`config.mk`:
```
export PLATFORM = sky130hd
export DESIGN_NAME = quat_op_scheduler
export DESIGN_NICKNAME = d
export VERILOG_FILES = /design/src/rtl/quat_op_scheduler.sv
export SDC_FILE = /design/constraint.sdc
export NUM_CORES = 1
export LEC_CHECK = 0
export CAP_MARGIN = 15
export CORE_MARGIN = 3
export CORE_UTILIZATION = 44
export DETAILED_ROUTE_END_ITERATION = 16
export PLACE_DENSITY = 0.82
export RECOVER_POWER = 50
export SLEW_MARGIN = 20
export SYNTH_ARGS = -nofsm -noshare
export SYNTH_HDL_FRONTEND = slang
export SYNTH_SLANG_ARGS = --single-unit
export TNS_END_PERCENT = 5
```
`constraint.sdc`:
```
create_clock -name sclk -period 10.09 [get_ports sclk]
set_clock_uncertainty 0.1 [all_clocks]
set_input_delay 2.018 -clock sclk [delete_from_list [all_inputs] [get_ports sclk]]
set_output_delay 2.018 -clock sclk [all_outputs]
set_load 0.05 [all_outputs]
```
`src/rtl/quat_op_scheduler.sv`:
```
// quat_op_scheduler: pairs two received quaternions into a multiply request and
// holds the product under a valid/ready handshake, with overrun and timeout flags.
module quat_op_scheduler #(
    parameter int W       = 16,
    parameter int TIMEOUT = 64
) (
    input  logic           sclk,
    input  logic           rst,
    input  logic           data_ready,
    input  logic [W-1:0]   q0,
    input  logic [W-1:0]   q1,
    input  logic [W-1:0]   q2,
    input  logic [W-1:0]   q3,
    output logic [4*W-1:0] op_a,
    output logic [4*W-1:0] op_b,
    output logic           mul_start,
    input  logic           mul_done,
    input  logic [4*W-1:0] mul_res,
    output logic [4*W-1:0] res,
    output logic           res_valid,
    input  logic           res_ready,
    output logic [15:0]    op_count,
    output logic           overrun,
    output logic           timeout_err,
    input  logic           clr_err
);
    localparam int TW = $clog2(TIMEOUT + 1);

    typedef enum logic [2:0] {IDLE, GOT_A, ISSUE, WAIT, HOLD} state_t;

    state_t        state, state_n;
    logic [TW-1:0] timer, timer_inc;
    logic          drop, done_ok, tmo;

    // timer_inc is the 1-based index of the current WAIT cycle
    assign timer_inc = timer + TW'(1);
    assign drop      = data_ready && (state == ISSUE || state == WAIT || state == HOLD);
    assign done_ok   = state == WAIT && mul_done;
    assign tmo       = state == WAIT && !mul_done && timer_inc == TW'(TIMEOUT);

    always_comb begin
        state_n = state;
        unique case (state)
            IDLE:    state_n = data_ready ? GOT_A : IDLE;
            GOT_A:   state_n = data_ready ? ISSUE : GOT_A;
            ISSUE:   state_n = WAIT;
            WAIT:    state_n = mul_done ? HOLD : (tmo ? IDLE : WAIT);
            HOLD:    state_n = res_ready ? IDLE : HOLD;
            default: state_n = IDLE;
        endcase
    end

    always_ff @(posedge sclk or posedge rst) begin
        if (rst) begin
            state       <= IDLE;
            op_a        <= '0;
            op_b        <= '0;
            res         <= '0;
            op_count    <= '0;
            timer       <= '0;
            mul_start   <= 1'b0;
            res_valid   <= 1'b0;
            overrun     <= 1'b0;
            timeout_err <= 1'b0;
        end else begin
            state       <= state_n;
            mul_start   <= state_n == ISSUE;
            timer       <= state == WAIT ? timer_inc : '0;
            res_valid   <= done_ok | (res_valid & ~res_ready);
            overrun     <= drop | (overrun & ~clr_err);
            timeout_err <= tmo | (timeout_err & ~clr_err);
            if (state == IDLE && data_ready)
                op_a <= {q3, q2, q1, q0};
            if (state == GOT_A && data_ready)
                op_b <= {q3, q2, q1, q0};
            if (done_ok) begin
                res      <= mul_res;
                op_count <= op_count + 16'd1;
            end
        end
    end
endmodule

```
==> impl_metrics.ini <==
[yosys]
yosysSeqAreaShare = 0.631
syn_nets = 812
ys_ff_latch = 222
synthCells = 675
synth_cell_types = 35
synth_xor_area_frac = 0.0209
syn_area_mm2 = 0.00880
synthSimpleGateAreaFrac = 0.119
synth_compound_area_frac = 0.00924
yosys_warnings = 0
synthAdderAreaFrac = 0.00427
syn_avg_cell_area_um2 = 13.0
muxShareOfSynthArea = 0.189
synth_top_family_by_area = multiplexers

[clock_tree]
clk_path_buf_depth = 3
post_cts_buffers = 0
clkSlewWorstSetupHoldPaths_ns = 0.06
cts.sinks = 222
cts_hold_buf = 0
htreeDepth = 1
cts_tree = yes
cts-root-buf = clkbuf_16
cts_buffers = 24
ctsResizeCount = 0
clock_latency_ns = 0.50

[placed_design]
dp.cells = 1259
dp_hpwl_um = 16400
dpl-instance-area_mm2 = 0.0124
port_buffers = 345
gp_congestion = 0.778

[power_and_ir_drop]
p_per_area_mw_per_mm2 = 416
p_leak_nw = 5.91
clkPwrFrac = 0.163
p_sw_mw = 2.54
combPwrFrac = 0.555
switching_share = 0.464
total_power_mw = 5.47
ir_drop_mv = 0.254
p_seq_frac = 0.283
p_int_mw = 2.93

[global_route]
grt_pass1_vias = 6659
antenna_found_initial = 0
grt_first_pass_wirelength_um = 37800
grt.total_usage = 0.216
grt_max_degree = 144
grt.overflow.total = 0

[layout]
layout_common_cells = 317 x clkdlybuf4s50_1, 222 x dfrtp_1, 210 x nand2_1
fin_area_mm2 = 0.0131
nets = 1157
final_common_cell = clkdlybuf4s50_1
drive_gt1_frac = 0.153
antenna_cells = 0
synthToLayoutAreaGrowth_pct = 49.4
final_cells = 1299

[drt]
wl_um = 23800
detail_route.wl_per_cell_um = 18.3
drtIter0Drc = 238
vias = 6347
first_pass_iters = 4
ant_nets = 0
via_per_inst = 4.89
drc = 0

[sta]
holdWs_ns = 0.368
fin_crit_sh = 0.606
tns_ns = 0
setup_viol = 0
worstMarginPinSlew_ns = 3.81
min_period_ns = 6.12
slew_viol_final = 208
timing.fmax_ghz = 0.163
slew_headroom = -1.54
rsz0062_at_grt = false
finalHoldViolations = 0

[floorplanning]
core_mm2 = 0.0195
io_pins = 346
dieArea_mm2 = 0.0217
num_rows = 51
die_height_um = 147
start_util = 0.451
die_w_um = 147

[setup_path]
max_stage_delay_ns = 2.22
crit_path_start_kind = input port
end_kind = flop
crit_start = mul_done
crit_path_top_delay_cell = nand4b_1
arrival_ns = 6.44
rr_startpoint = state[0]
cp_max_fo = 71
r2r_slack_ns = 5.49
criticalPathCategory = input port to flop
crit_chain = dlygate4sd3_1 > nand4b_1 > nor3_1 > nand2_1 > nor2_1 > xor2_1
required_ns = 10.41

[hold_path]
min_from = res[16]
hold_path_class = flop to flop

[outcome]
status = finished, violations left
violations = max-capacitance violations, max-slew violations

[job]
max-cap-violations = 3
-- synthesized netlist by cell type --
cell      number  area [um2]
clkbuf_1      11        41.3
nor3_1         2        10.0
nor4_4         1        21.3
o41ai_1        1        8.76
inv_1          6        22.5
and2_1         1        6.26
nor2_1        14        52.6
and3_1         5        31.3
o22ai_1        1        6.26
mux2_2        68         766
a32oi_1        1        8.76
buf_2          7        35.0
or2_2          1        6.26
nand4b_4       1        23.8
o21bai_1       1        7.51
a21oi_1        2        10.0
a31oi_1        1        6.26
mux2_4        60         901
nor2b_1        1        6.26
xor2_1         7        61.3
ha_1           3        37.5
a311oi_1       1        8.76
nand2_1      210         788
xnor2_1       14         123
dfrtp_1      222        5560
buf_6          8        90.1
nand4_1        7        43.8
nand4b_1       1        8.76
nand2b_1       3        18.8
and2b_1        1        7.51
nor4_2         1        12.5
buf_4          5        37.5
o21ai_0        5        25.0
nand3_1        1        5.00
nor4_1         1        6.26
-- cell families (layout without fill, tap and decap cells) --
group / after synthesis / after routing
compound gates: 13 / 13
xor+xnor: 21 / 21
fa+ha+maj: 3 / 3
buf+inv: 37 / 396
flops: 222 / 222
mux: 128 / 128
simple gates: 251 / 251
-- final timing paths --
kind	end	cells past startpoint
setup reg to reg	op_count[12]	5
max in group asynchronous	op_b[18]	3
hold / removal	res[16]	2
setup / recovery	op_count[12]	6
min in group asynchronous	res[29]	2
hold reg to reg	res[16]	2
-- metal layers --
metal | track usage | share of wire
met1 | 0.270 | 0.40
met2 | 0.366 | 0.49
met3 | 0.0757 | 0.094
met4 | 0.0452 | 0.019
met5 | 0 | 0
-- state kept, by name, indices dropped and copies added, names as in the netlist --
register and count:
op_b 64, op_a 64, overrun 1, timeout_err 1, res_valid 1, res 64, mul_start 1, state 3
timer 7, op_count 16
-- power groups by stage --
stage	logic [mW]	clock network, mW	registers [mW]
after CTS	3.09	0.905	1.56
after global routing	3.16	0.941	1.60
final	3.04	0.890	1.55
after global placement	3.02	0	1.54
after detailed placement	3.07	0	1.55
after floorplan	0.691	0	2.89
-- final cells by class --
class | count | area [um2]
clock buffers | 30 | 674
fillers | 1434 | 6380
well taps | 265 | 332
inverters | 6 | 30.0
clock inverters | 10 | 125
multi-input cells | 416 | 2950
repair buffers | 350 | 3480
flip-flops and latches | 222 | 5560
-- stage by stage --
step / setup slack (ns) / util
6_report: 3.97 / 0.673
3_5_place_dp: 5.41 / 0.637
4_1_cts: 5.91 / 0.678
5_1_grt: 3.48 / 0.673
2_1_floorplan: 1.89 / -
3_3_place_gp: 5.45 / 0.637
-- worst max-delay path: cells and delay by family --
family,cells,cell delay [ns]
xor+xnor,1,0.15
simple gates,4,3.67
buf+inv,1,0.58
(Power assumes the default switching activity.)
